<file path="src/rtl/elevator_pkg.sv">
// Shared constants, FSM encoding and request-scan helpers for the elevator car controller.
package elevator_pkg;

    localparam int FLOOR_W    = 3;
    localparam int NUM_FLOORS = 8;

    localparam logic DIR_UP   = 1'b0;
    localparam logic DIR_DOWN = 1'b1;

    typedef enum logic [1:0] {
        IDLE = 2'd0,
        MOVE = 2'd1,
        DOOR = 2'd2
    } fsm_state_e;

    function automatic logic any_above(input logic [NUM_FLOORS-1:0] req,
                                       input logic [FLOOR_W-1:0]    floor);
        logic hit;
        hit = 1'b0;
        for (int i = 0; i < NUM_FLOORS; i++) begin
            if (req[i] && (i > int'(floor))) hit = 1'b1;
        end
        return hit;
    endfunction

    function automatic logic any_below(input logic [NUM_FLOORS-1:0] req,
                                       input logic [FLOOR_W-1:0]    floor);
        logic hit;
        hit = 1'b0;
        for (int i = 0; i < NUM_FLOORS; i++) begin
            if (req[i] && (i < int'(floor))) hit = 1'b1;
        end
        return hit;
    endfunction

    function automatic logic [NUM_FLOORS-1:0] floor_onehot(input logic [FLOOR_W-1:0] floor);
        logic [NUM_FLOORS-1:0] oh;
        oh        = '0;
        oh[floor] = 1'b1;
        return oh;
    endfunction

endpackage

</file>
<file path="src/rtl/elevator_car_ctrl_if.sv">
// Call/status bundle between the car controller and the hall panel / floor display.
interface elevator_car_ctrl_if;
    import elevator_pkg::*;

    logic [NUM_FLOORS-1:0] call_req;
    logic [FLOOR_W-1:0]    floornum;
    logic                  state;
    logic                  door_open;
    logic                  moving;
    logic [NUM_FLOORS-1:0] pending;

    modport master (
        output call_req,
        input  floornum, state, door_open, moving, pending
    );

    modport slave (
        input  call_req,
        output floornum, state, door_open, moving, pending
    );

endinterface

</file>
<file path="src/rtl/elevator_timer.sv">
// Up-counter with synchronous clear and terminal-count flag; times both travel and dwell.
module elevator_timer #(
    parameter int CNT_W = 8
) (
    input  logic             clk,
    input  logic             reset,
    input  logic             clr,
    input  logic             en,
    input  logic [CNT_W-1:0] tc,
    output logic [CNT_W-1:0] cnt,
    output logic             done
);

    // NOTE: sequential state is updated with non-blocking assignments only, so
    // every flop samples pre-edge values regardless of process ordering.
    always_ff @(posedge clk or posedge reset) begin
        if (reset) begin
            cnt <= '0;
        end else if (clr) begin
            cnt <= '0;
        end else if (en) begin
            cnt <= cnt + CNT_W'(1);
        end
    end

    assign done = en && (cnt == tc);

endmodule

</file>
<file path="src/rtl/elevator_car_ctrl.sv">
// Car-motion controller: latches calls, picks direction, steps floors on the travel
// timer and holds the door for a fixed dwell at each served floor.
module elevator_car_ctrl
    import elevator_pkg::*;
#(
    parameter int TRAVEL_CYCLES = 16,
    parameter int DOOR_CYCLES   = 32,
    parameter int CNT_W         = 8
) (
    input  logic                clk,
    input  logic                reset,
    elevator_car_ctrl_if.slave  bus
);

    localparam logic [CNT_W-1:0] TRAVEL_TC = CNT_W'(TRAVEL_CYCLES - 1);
    localparam logic [CNT_W-1:0] DOOR_TC   = CNT_W'(DOOR_CYCLES - 1);

    fsm_state_e            fsm_q, fsm_d;
    logic [FLOOR_W-1:0]    floor_q, floor_d, step_floor;
    logic                  dir_q, dir_d;
    logic [NUM_FLOORS-1:0] pend_q, pend_d, clr;
    logic                  door_q, move_q;
    logic                  above, below, ahead_at_step;

    logic [CNT_W-1:0]      tmr_cnt, tmr_tc;
    logic                  tmr_clr, tmr_en, tmr_done;

    assign above = any_above(pend_q, floor_q);
    assign below = any_below(pend_q, floor_q);

    assign step_floor    = (dir_q == DIR_DOWN) ? floor_q - FLOOR_W'(1) : floor_q + FLOOR_W'(1);
    assign ahead_at_step = (dir_q == DIR_DOWN) ? any_below(pend_q, step_floor)
                                               : any_above(pend_q, step_floor);

    // Idle keeps the timer parked at zero, so entering MOVE/DOOR always starts from 0.
    assign tmr_en  = (fsm_q != IDLE);
    assign tmr_clr = (fsm_q == IDLE) || tmr_done;
    assign tmr_tc  = (fsm_q == DOOR) ? DOOR_TC : TRAVEL_TC;

    elevator_timer #(.CNT_W(CNT_W)) u_timer (
        .clk   (clk),
        .reset (reset),
        .clr   (tmr_clr),
        .en    (tmr_en),
        .tc    (tmr_tc),
        .cnt   (tmr_cnt),
        .done  (tmr_done)
    );

    // NOTE: every always_comb output gets a default before the case so no path
    // leaves a signal unassigned and infers a latch.
    always_comb begin
        fsm_d   = fsm_q;
        floor_d = floor_q;
        dir_d   = dir_q;
        unique case (fsm_q)
            IDLE: begin
                if (pend_q[floor_q]) begin
                    fsm_d = DOOR;
                end else if (dir_q == DIR_UP) begin
                    if (above) begin
                        fsm_d = MOVE;
                    end else if (below) begin
                        dir_d = DIR_DOWN;
                        fsm_d = MOVE;
                    end
                end else begin
                    if (below) begin
                        fsm_d = MOVE;
                    end else if (above) begin
                        dir_d = DIR_UP;
                        fsm_d = MOVE;
                    end
                end
            end
            MOVE: begin
                if (tmr_done) begin
                    floor_d = step_floor;
                    if (pend_q[step_floor])  fsm_d = DOOR;
                    else if (ahead_at_step)  fsm_d = MOVE;
                    else                     fsm_d = IDLE;
                end
            end
            DOOR: begin
                if (tmr_done) fsm_d = IDLE;
            end
            default: fsm_d = IDLE;
        endcase
    end

    // A call for the floor being served (on entry or during dwell) is absorbed.
    assign clr    = ((fsm_q == DOOR) || (fsm_d == DOOR)) ? floor_onehot(floor_d) : '0;
    assign pend_d = (pend_q | bus.call_req) & ~clr;

    always_ff @(posedge clk or posedge reset) begin
        if (reset) begin
            fsm_q   <= IDLE;
            floor_q <= '0;
            dir_q   <= DIR_UP;
            pend_q  <= '0;
            door_q  <= 1'b0;
            move_q  <= 1'b0;
        end else begin
            fsm_q   <= fsm_d;
            floor_q <= floor_d;
            dir_q   <= dir_d;
            pend_q  <= pend_d;
            door_q  <= (fsm_d == DOOR);
            move_q  <= (fsm_d == MOVE);
        end
    end

    assign bus.floornum  = floor_q;
    assign bus.state     = dir_q;
    assign bus.door_open = door_q;
    assign bus.moving    = move_q;
    assign bus.pending   = pend_q;

endmodule

</file>
<file path="src/flat_wrapper.sv">
// flat-port wrapper written by rule: the top's interface ports become plain ports
module elevator_car_ctrl_flat import elevator_pkg::*;
#(
    parameter int TRAVEL_CYCLES = 16,
    parameter int DOOR_CYCLES   = 32,
    parameter int CNT_W         = 8
)
  (clk, reset, bus_call_req, bus_floornum, bus_state, bus_door_open, bus_moving, bus_pending);
  elevator_car_ctrl_if bus_i ();
  input  logic clk;
  input  logic reset;
  input wire logic [$bits(bus_i.call_req)-1:0] bus_call_req;
  output wire logic [$bits(bus_i.floornum)-1:0] bus_floornum;
  output wire logic [$bits(bus_i.state)-1:0] bus_state;
  output wire logic [$bits(bus_i.door_open)-1:0] bus_door_open;
  output wire logic [$bits(bus_i.moving)-1:0] bus_moving;
  output wire logic [$bits(bus_i.pending)-1:0] bus_pending;
  assign bus_i.call_req = bus_call_req;
  assign bus_floornum = bus_i.floornum;
  assign bus_state = bus_i.state;
  assign bus_door_open = bus_i.door_open;
  assign bus_moving = bus_i.moving;
  assign bus_pending = bus_i.pending;
  elevator_car_ctrl #(.TRAVEL_CYCLES(TRAVEL_CYCLES), .DOOR_CYCLES(DOOR_CYCLES), .CNT_W(CNT_W)) u_core (.clk(clk), .reset(reset), .bus(bus_i));
endmodule
</file>
<file path="config.mk">
export PLATFORM = sky130hd
export DESIGN_NAME = elevator_car_ctrl_flat
export DESIGN_NICKNAME = d
export VERILOG_FILES = /design/src/rtl/elevator_pkg.sv /design/src/rtl/elevator_car_ctrl_if.sv /design/src/rtl/elevator_timer.sv /design/src/rtl/elevator_car_ctrl.sv /design/src/flat_wrapper.sv
export SDC_FILE = /design/constraint.sdc
export NUM_CORES = 1
export LEC_CHECK = 0
export BUFFER_PORTS_ARGS = -buffer_cell sky130_fd_sc_hd__buf_2
export CAP_MARGIN = 25
export CORE_AREA = 2 2 61 63
export DETAILED_ROUTE_END_ITERATION = 10
export DIE_AREA = 0 0 63 65
export MAX_ROUTING_LAYER = met4
export PLACE_DENSITY = 0.81
export SETUP_SLACK_MARGIN = 0.02
export SYNTH_ARGS = -nofsm -noshare
export SYNTH_HDL_FRONTEND = slang
export SYNTH_SLANG_ARGS = --single-unit
</file>
<file path="constraint.sdc">
create_clock -name clk -period 2.8 [get_ports clk]
set_input_delay 0 -clock clk [delete_from_list [all_inputs] [get_ports clk]]
set_output_delay 0 -clock clk [all_outputs]
set_load 0.05 [all_outputs]
</file>
* Word level (Yosys, flattened, before mapping)
Index checks and enable logic that the tools add are counted.
Widths: inputs -> output; s select.
** Word-level totals
- Logic and storage cells :: 145
- Register bits after elaboration :: 24
** Cells by class
- Reduce and logical (&&, ||, !) cells :: 36
- Bitwise operators :: 4
- $lt $le $gt $ge :: 32
- Equality and inequality tests :: 5
- Muxes and demuxes :: 58
- Add/sub/neg operators :: 3
** Operator list (count)
- $mux 1 :: 38
- $logic_and 1x1->1 :: 30
- $gt 3x3->1 const A :: 8
- $mux 8 :: 3
- $lt 3x3->1 const A :: 6
- $mux 2 :: 9
- $gt 2x3->1 const A :: 4
- $lt 1x3->1 const A :: 4
- $lt 2x3->1 const A :: 4
- $lt 3x4->1 const B :: 3
- $mux 3 :: 3
- $add 8x1->8 const B :: 1
- $and 8x8->8 :: 1
- $eq 8x8->1 :: 1
- $not 8->8 :: 1
- $or 8x8->8 :: 1
- $bmux 1 s3 :: 2
- $gt 1x3->1 const A :: 2
- $pmux 2 s3 :: 1
- $mux 5 :: 1
- $eq 2x1->1 const B :: 2
- $eq 2x2->1 const B :: 2
- $reduce_bool 2->1 :: 2
- $add 3x1->3 const B :: 1
- 7 further kinds :: 8

* Logic depth before layout (Yosys ltp)
Gate-level depths: netlist of the first run.
- Word-level depth :: 21
- Mapped depth :: 9
- Depth with buffers taken out :: 8

* By module
From an unflattened synthesis of the first run, not the netlist that was laid out.
** Second synthesis, totals
- Cells, all modules :: 192
- Area, all modules :: 1795.5 um^2
** By module, submodules not included
- elevator_car_ctrl :: sequential area each 400.4 um^2, instances 1, area each 1317.5 um^2, cells each 141
- elevator_timer :: sequential area each 200.2 um^2, instances 1, area each 478.0 um^2, cells each 51

* Least setup slack after synthesis of the first run
OpenSTA, ideal clock, no wires.
- Path kind :: register to register
- Start point :: register u_core.floor_q[0] (netlist: u_core.bus.floornum[0])
- End point :: register u_core.move_q (netlist: u_core.bus.moving)
- Arrival time :: 2.506 ns
- Stages on the path, launching flop included :: 9
- Data required time :: 2.710 ns
- Path slack :: 0.204 ns
- Buffers on the path :: 1
- Period minus slack after synthesis :: 2.596 ns
- Cell sequence :: dfrtp_1 > buf_4 > inv_1 > ha_1 > xor2_2 > mux4_1 > mux2i_1 > o211ai_1 > o221ai_1
** Between the ends
- Word-level cells in the longest chain between the ends :: 17
- Elaborated cells between the ends (all ways) :: 103
** Ends and longest elaborated chain
- from (decl) :: line elevator_car_ctrl.sv:19 : logic [FLOOR_W-1:0] floor_q, floor_d, step_floor;
- from (signal assigned) :: line elevator_car_ctrl.sv:105 : floor_q <= floor_d;
- $add 3x1->3 / $sub 3x1->3 (equally long branches) :: line elevator_car_ctrl.sv:31 : assign step_floor = (dir_q == DIR_DOWN) ? floor_q - FLOOR_W'(1) : floor_q + FLOOR_W'(1);
- $mux 3 :: line elevator_car_ctrl.sv:31
- $gt 1x3->1 / $lt 1x3->1 (equally long branches) :: line elevator_pkg.sv:21, elevator_pkg.sv:31
- $logic_and 1x1->1, on equally long branches :: line elevator_pkg.sv:21, elevator_pkg.sv:31
- $mux 1, on equally long branches (7 in a row) :: line elevator_pkg.sv:21, elevator_pkg.sv:31
- $mux 1 :: line elevator_car_ctrl.sv:32 : assign ahead_at_step = (dir_q == DIR_DOWN) ? any_below(pend_q, step_floor)
- $mux 1 :: line elevator_car_ctrl.sv:80 : else if (ahead_at_step) fsm_d = MOVE;
- $mux 2 :: line elevator_car_ctrl.sv:79 : if (pend_q[step_floor]) fsm_d = DOOR;
- $mux 2 :: line elevator_car_ctrl.sv:77 : if (tmr_done) begin
- $pmux 2 s3 (*) :: line elevator_car_ctrl.sv:56 : unique case (fsm_q)
- $eq 2x1->1 (*) :: line elevator_car_ctrl.sv:109 : move_q <= (fsm_d == MOVE);
- to (signal assigned) :: line elevator_car_ctrl.sv:109
- to (decl) :: line elevator_car_ctrl.sv:22 : logic door_q, move_q;
Mark *: on every way between the ends. The rest lies on a longest branch, timed or not. The select of a mux whose other input is x is not followed.
A chain may end at the register's enable or synchronous reset.

* Worst setup path in the final report of the first run
- Start point :: register u_core.floor_q[0] (netlist: u_core.bus.floornum[0])
- End point :: register u_core.pend_q[1] (netlist: u_core.bus.pending[1])
** Between the ends
- Word-level cells in the longest chain between the ends :: 21
- Elaborated cells between the ends (all ways) :: 114
** Ends and longest elaborated chain
- $add 3x1->3 / $sub 3x1->3 (equally long branches) :: line elevator_car_ctrl.sv:31
- $mux 3 :: line elevator_car_ctrl.sv:31
- $gt 1x3->1 / $lt 1x3->1 (equally long branches) :: line elevator_pkg.sv:21, elevator_pkg.sv:31
- $logic_and 1x1->1, on equally long branches :: line elevator_pkg.sv:21, elevator_pkg.sv:31
- $mux 1, on equally long branches (7 in a row) :: line elevator_pkg.sv:21, elevator_pkg.sv:31
- $mux 1 :: line elevator_car_ctrl.sv:32
- $mux 1 :: line elevator_car_ctrl.sv:80
- $mux 2 :: line elevator_car_ctrl.sv:79
- $mux 2 :: line elevator_car_ctrl.sv:77
- $pmux 2 s3 :: line elevator_car_ctrl.sv:56
- $eq 2x2->1 :: line elevator_car_ctrl.sv:92 : assign clr = ((fsm_q == DOOR) || (fsm_d == DOOR)) ? floor_onehot(floor_d) : '0;
- $logic_or 1x1->1 :: line elevator_car_ctrl.sv:92
- $mux 8 (*) :: line elevator_car_ctrl.sv:92
- $not 8->8 (*) :: line elevator_car_ctrl.sv:93 : assign pend_d = (pend_q | bus.call_req) & ~clr;
- $and 8x8->8 (*) :: line elevator_car_ctrl.sv:93
- via u_core.pend_d[1] :: line elevator_car_ctrl.sv:21 : logic [NUM_FLOORS-1:0] pend_q, pend_d, clr;
- to (signal assigned) :: line elevator_car_ctrl.sv:107 : pend_q <= pend_d;
- to (decl) :: line elevator_car_ctrl.sv:21
Mark *: on every way through the listed nets, which the timed path passes. The rest lies on a longest branch. The select of a mux whose other input is x is not followed.

==> metrics.md, run 1 <==
| Metric | Value |
|---|---|
| Vias in the first global route | 1340 |
| Gate Count Post-Synth | 176 |
| Final hold violation count | 0 |
| WL final | 3972 µm |
| Wirelength per Cell | 15.46 µm |
| Type of the worst setup path | reg2reg |
| Post-synth EDFFs | 0 |
| WP data required | 3.07 ns |
| Worst-case reg-to-reg path depth | 8 |
| Remaining Overflow, GRT | 0 |
| TritonCTS Buffers | 3 |
| Share of layout cells above drive strength 1 | 18.66% |
| Nature of the critical path endpoint | flop |
| Sequential cell area fraction in the yosys report | 36.53% |
| Outcome | complete, no violations |
| I/O pins | 24 |
| Adder-cell area share of the yosys netlist | 5.327% |
| Port bufs | 23 |
| Max cap viols | 0 |
| Initial Util | 47.03% |
| Leak | 0.8154 nW |
| Origin of the critical flop-to-flop path | u_core.bus.floornum[0]$_DFF_PP0_ |
| Synth cell types | 50 |
| Clk buf depth | 2 |
| Row Count | 22 |
| Htree depth | 1 |
| Setup TNS | 0 ns |
| Die W | 63 µm |
| Endpoints failing setup | 0 |
| Vias/cell | 5.708 |
| Total Nets Final | 227 |
| CP Launch Type | flop |
| Cts repair resizes | 0 |
| Clock Pin Slew Worst Setup and Hold Paths | 0.14 ns |
| WP data arrival | 2.67 ns |
| CP Launch Point | u_core.bus.floornum[0]$_DFF_PP0_ |
| Warnings from Yosys | 0 |
| Synth top cells by count | dfrtp_1, nor2_1, a21oi_1, inv_1 |
| CTS tree | done |
| Tmin final | 2.400 ns |
| Die Y | 65 µm |
| Hpwl dp | 2708 µm |
| Slew Limit Fails | 0 |
| Slew @ Worst Pin | 0.8714 ns |
| Fill cell count | 321 |
| Initial antenna violation count | 0 |
| ANT nets after route | 0 |
| Final hold slack | 0.3832 ns |
| Mapped cell area | 1644 µm² |
| First-pass GRT wire length | 6555 µm |
| # diodes | 0 |
| FF+latch count, synth | 24 |
| Most instantiated library cell after synthesis | dfrtp_1 |
| Area leader, netlist | dfrtp_1 |
| VDD IR max | 0.4133 mV |
| Crit-path max FO | 23 |
| Synth area leaders | dfrtp_1, ha_1, nor2_1, a21oi_1, mux4_1 |
| Main synth FF type | dfrtp_1 |
| Core Region | 3496 µm² |
| Synth Area in Compound Gates | 21.92% |
| Vias | 1467 |
| Area Overhead vs Synth | 18.65% |
| Die Area | 4095 µm² |
| Hold crit path type | in2async |
| Mux contribution to synthesized area | 6.925% |
| Simple-gate share of the synthesized area | 19.25% |
| Fin crit share | 85.72% |
| CTS Sinks | 24 |
| Syn nets | 193 |
| Clk_skew | 0.002444 ns |
| Iteration-0 DRC Markers | 72 |
| Xor/xnor cell area share of the yosys netlist | 5.251% |
| RSZ-0062 raised after global routing | false |
| Clk_lat worst skew | 0.33 ns |
| GRT Total Usage | 21.18% |
| Drt drc | 0 |
| Ys async rst share | 100.0% |
| Reg-to-reg slack, setup | 0.40 ns |
| Main combinational cell family by area after synthesis | compound AO/OA/AOI/OAI gates |
| Pre-antenna DRT Iters | 4 |
| Yosys top cell area share | 36.53% |
| Root buf cell | clkbuf_4 |
| Routability Congestion | 0.9469 |
| Pwr dens | 596.5 nW/µm² |
| Largest net degree at the start of global routing | 25 |
| Mean Syn Cell Area | 9.341 µm² |
| Max Clock Freq | 416.6 MHz |
| Slew headroom | 41.84% |
## critical path, stage by stage (launching register included)
cell and delay [ns]:
dfrtp_1 0.40, buf_4 0.22, ha_1 0.22, ha_1 0.34, nor2_1 0.05, a21oi_1 0.29, mux2i_1 0.39, o22ai_1 0.24
a21oi_1 0.18
## placed cells by master (no fill, tap or decap), drive strengths merged, types with 2 or more instances in the layout
cell type,count
nor2,23
o221ai,2
a21oi,16
o21ai,5
and2,3
nand3,7
nand3b,2
a211oi,3
o22a,2
clkbuf,3
buf,26
o2bb2ai,2
a31oi,2
o22ai,5
nor3,4
mux2i,5
dlygate4sd3,9
mux4,2
nand2,7
inv,12
nand2b,4
nor2b,4
xnor2,5
xor2,4
dfrtp,24
ha,7
a2111oi,2
## through the flow
| step | instance area [µm²] | utilization (%) | power [mW] | worst slack (ns) | cells |
|---|---|---|---|---|---|
| 5_1_grt | 1951 | 55.80 | 1.238 | 0.2087 | 257 |
| 2_1_floorplan | 1644 | - | 0.7962 | 0.2038 | 176 |
| 3_5_place_dp | 1808 | 51.72 | 0.8991 | 0.4659 | 244 |
| 6_report | 1951 | 55.80 | 1.164 | 0.3998 | 257 |
| 4_1_cts | 1951 | 55.80 | 1.165 | 0.4221 | 257 |
| 3_3_place_gp | 1808 | 51.72 | 0.8876 | 0.5198 | 244 |
## routing by layer
| layer | up-vias | share of wire, % | GRT usage (%) |
|---|---|---|---|
| li1 | 704 | - | - |
| met5 | - | 0 | - |
| met1 | 720 | 44 | 25.36 |
| met2 | 38 | 52 | 38.30 |
| met3 | 5 | 3.4 | 2.257 |
| met4 | 0 | 0.88 | 5.278 |
## cells by family (layout without fill, tap and decap cells)
| logic type | after synthesis | count (layout) |
|---|---|---|
| buffers and inverters | 18 | 51 |
| AND/OR/NAND/NOR | 61 | 61 |
| flip-flops | 24 | 24 |
| adder cells (fa/ha/maj) | 7 | 7 |
| multiplexers | 8 | 8 |
| AO/OA/AOI/OAI | 49 | 49 |
| XOR/XNOR | 9 | 9 |
## what timing repair did
action | 4_1_cts | 5_1_grt
setup buffers | 0 | 0
hold buffers | 9 | 0
hold endpoints to repair | 32 | 0
## power by group
| group | internal, mW | switching [mW] |
|---|---|---|
| combinational | 0.157 | 0.254 |
| clock | 0.145 | 0.114 |
| sequential | 0.407 | 0.0862 |
| total | 0.709 | 0.454 |
## state kept, by name, summed over array words and instances, names as in the netlist
name,count
u_core.u_timer.cnt,8
u_core.fsm_q,2
u_core.bus.moving,1
u_core.bus.door_open,1
u_core.bus.floornum,3
u_core.bus.pending,8
u_core.bus.state,1
## cell type report
| type | count | area (µm²) | share of cell area, % |
|---|---|---|---|
| Clock buffer | 3 | 22.52 | 1.155 |
| Timing Repair Buffer | 35 | 227.7 | 11.67 |
| Clock inverter | 1 | 30.03 | 1.539 |
| Inverter | 12 | 45.04 | 2.309 |
| Multi-Input combinational cell | 134 | 964.7 | 49.45 |
| Tap cell | 48 | 60.06 | 3.079 |
| Sequential cell | 24 | 600.6 | 30.79 |
## path summary, 6_finish.rpt
kind,endpoint
min in group clk,u_core.bus.pending[0]$_DFF_PP0_
min,u_core.bus.pending[0]$_DFF_PP0_
max,u_core.bus.pending[1]$_DFF_PP0_
min reg2reg,u_core.u_timer.cnt[0]$_DFFE_PP0P_
max reg2reg,u_core.bus.pending[1]$_DFF_PP0_
max in group asynchronous,u_core.u_timer.cnt[6]$_DFFE_PP0P_
(Power assumes the default switching activity.)
==> run 2, diff against run 1 <==
clock period = 3.05 ns   (was 2.8 ns; I/O delays follow)
==> run 2 against run 1 <==
  * Sequential share of layout area stayed put
  * Wire length is 3.0% lower
  * Clock power is 9.3% lower
  * Clock skew is 0.0064 ns higher
  * Core utilization stayed put
  * Worst hold slack better by 0.023 ns
  * Power is 8.3% lower
  * Setup slack better by 0.11 ns
  * Sequential power is 8.1% lower
  * Die area stayed put
  * Critical path depth stayed put
  * Clock-buffer cell count stayed put
==> metrics.md, run 2 (synthesized netlist as in run 1, its figures left out) <==
| Metric | Value |
|---|---|
| Clock network power share | 22.0% (-0.2 points) |
| Type of the worst setup path | reg2reg |
| CP Launch Type | flop |
| Drt drc | 0 (unchanged) |
| Reg2reg end | u_core.bus.pending[1]$_DFF_PP0_ |
| NetSw | 0.4142 mW (-8.8%) |
| Total power | 1.066 mW (-8.3%) |
| Remaining Overflow, GRT | 0 (unchanged) |
| Sequential share of power | 42.6% (+0.2 points) |
| Fin crit share | 83.22% (-2.5 points) |
| Vias in the first global route | 1458 (+8.8%) |
| # diodes | 0 (unchanged) |
| Vias | 1433 (-2.3%) |
| Outcome | complete, no violations |
| Reg-to-reg slack, setup | 0.51 ns (+0.11 ns) |
| VDD IR max | 0.4044 mV (-2.1%) |
| Final core occ | 55.80% (unchanged) |
| Htree depth | 1 (unchanged) |
| WP data arrival | 2.80 ns (+0.13 ns) |
| Final hold violation count | 0 (unchanged) |
| ANT nets after route | 0 (unchanged) |
| WP data required | 3.31 ns (+0.24 ns) |
| CTS tree | done |
| Share of layout cells above drive strength 1 | 18.66% (unchanged) |
| Max Clock Freq | 394.0 MHz (-5.4%) |
| I/O pins | 24 (unchanged) |
| First-pass GRT wire length | 6706 µm (+2.3%) |
| Postcts setup bufs | 0 (unchanged) |
| CTS Sinks | 24 (unchanged) |
| Pre-antenna DRT Iters | 4 (unchanged) |
| Wirelength per Cell | 14.99 µm (-3.0%) |
| Clk_lat worst skew | 0.33 ns (about the same) |
| Die Area | 4095 µm² (unchanged) |
| Die Y | 65 µm (unchanged) |
| Slew Limit Fails | 0 (unchanged) |
| Leak | 0.8154 nW (about the same) |
| Gate power share | 35.4% (about the same) |
| Root buf cell | clkbuf_4 |
| Cell-internal power | 0.6523 mW (-8.1%) |
| Largest net degree at the start of global routing | 25 (unchanged) |
| Final non-filler cell total | 257 (unchanged) |
| Die W | 63 µm (unchanged) |
| Origin of the critical flop-to-flop path | u_core.bus.floornum[0]$_DFF_PP0_ |
| WL final | 3852 µm (-3.0%) |
| Iteration-0 DRC Markers | 56 (-22%) |
| Final Cell Area | 1951 µm² (unchanged) |
| Switch share | 38.84% (-0.19 points) |
| Clock Pin Slew Worst Setup and Hold Paths | 0.14 ns (about the same) |
| CP peak stage delay | 0.41 ns (about the same) |
| Max cap viols | 0 (unchanged) |
| Nature of the critical path endpoint | flop |
| CP max stage cell | ha_1 |
| Worst-case reg-to-reg path depth | 8 (unchanged) |
| Clk buf depth | 2 (unchanged) |
| Cts repair resizes | 0 (unchanged) |
| Vias/cell | 5.576 (-2.3%) |
| Initial antenna violation count | 0 (unchanged) |
| DP Area | 1808 µm² (unchanged) |
| TritonCTS Buffers | 3 (unchanged) |
| Tmin final | 2.538 ns (+0.1379 ns) |
| Crit-path max FO | 12 (-48%) |
| Core Region | 3496 µm² (unchanged) |
| Hpwl dp | 2706 µm (about the same) |
| Pwr dens | 546.7 nW/µm² (-8.3%) |
| Total Nets Final | 227 (unchanged) |
| Dpl cells | 244 (unchanged) |
| Row Count | 22 (unchanged) |
| Endpoints failing setup | 0 (unchanged) |
| RSZ-0062 raised after global routing | false |
| GRT Total Usage | 21.24% (+0.053 points) |
| Clk_skew | 0.008817 ns (+0.006372 ns) |
| Initial Util | 47.03% (unchanged) |
| Most frequent cells in the layout | dfrtp_1, nor2_1, buf_2, a21oi_1, inv_1 |
| Worst-path cell chain | buf_4 > inv_1 > ha_1 > xor2_2 > mux4_1 > mux2i_1 > o22ai_1 > a21oi_1 |
| Area Overhead vs Synth | 18.65% (unchanged) |
| Commonest non-fill, non-tap cell in the layout | dfrtp_1 |
| Slew @ Worst Pin | 0.8969 ns (+0.02553 ns) |
| Hold_buf cts | 9 (unchanged) |
| Setup TNS | 0 ns (unchanged) |
| Fill cell count | 325 (+1.2%) |
| Hold crit path type | in2async |
| Port bufs | 23 (unchanged) |
| Routability Congestion | 0.9902 (+4.6%) |
| Slew headroom | 40.14% (-1.7 points) |
[run 2: cell counts in the layout (fill, tap and decap cells not counted)]
No cell type changed its count.
[run 2: final cells by class]
class / instances / area [µm²] / area share [%]
sequential: 24 / 600.6 / 30.79
clock inverter: 1 / 30.03 / 1.539
clock buffer: 3 / 22.52 / 1.155
multi-input combinational: 134 / 964.7 / 49.45
inverter: 12 / 45.04 / 2.309
tap: 48 / 60.06 / 3.079
timing repair buffer: 35 / 227.7 / 11.67
[run 2: how the worst max path moves through the flow]
stage	end	startpoint	depth (start not counted)
2_1_floorplan	u_core.bus.moving$_DFF_PP0_	u_core.bus.floornum[0]$_DFF_PP0_	8
3_3_place_gp	u_core.bus.pending[5]$_DFF_PP0_	u_core.bus.floornum[0]$_DFF_PP0_	8
3_5_place_dp	u_core.bus.pending[1]$_DFF_PP0_	u_core.bus.floornum[0]$_DFF_PP0_	8
4_1_cts	u_core.bus.pending[5]$_DFF_PP0_	u_core.bus.floornum[0]$_DFF_PP0_	8
5_1_grt	u_core.bus.pending[1]$_DFF_PP0_	u_core.bus.floornum[0]$_DFF_PP0_	8
6_report	u_core.bus.pending[1]$_DFF_PP0_	u_core.bus.floornum[0]$_DFF_PP0_	8
[run 2: per-layer routing]
layer	part of all wire (%)	GRT usage [%]
met2	50	36.44
met4	1.3	5.556
met5	0	-
met3	4.8	2.604
met1	44	26.72
[run 2: critical path: cells and delay by family (launching register included)]
kind,cells,cell delay [ns]
multiplexers,2,0.67
AO/OA/AOI/OAI,2,0.43
XOR/XNOR,1,0.28
buffers and inverters,2,0.31
flip-flops,1,0.37
adder cells (fa/ha/maj),1,0.41
[run 2: power by group through the flow]
stage          Sequential (mW)  Combinational [mW]  Clock [mW]
4_1_cts                  0.453               0.380       0.240
3_3_place_gp             0.458               0.361           0
6_report                 0.454               0.378       0.235
3_5_place_dp             0.459               0.370           0
2_1_floorplan            0.510               0.220           0
5_1_grt                  0.467               0.416       0.255
[run 2: per-stage QoR]
stage / setup slack, ns / hold slack [ns]
global placement: 0.6865 / 0.2240
detailed placement: 0.5856 / 0.2312
CTS: 0.5425 / 0.4038
global route: 0.2704 / 0.4551
floorplan: 0.4538 / 0.01462
finish: 0.5119 / 0.4067
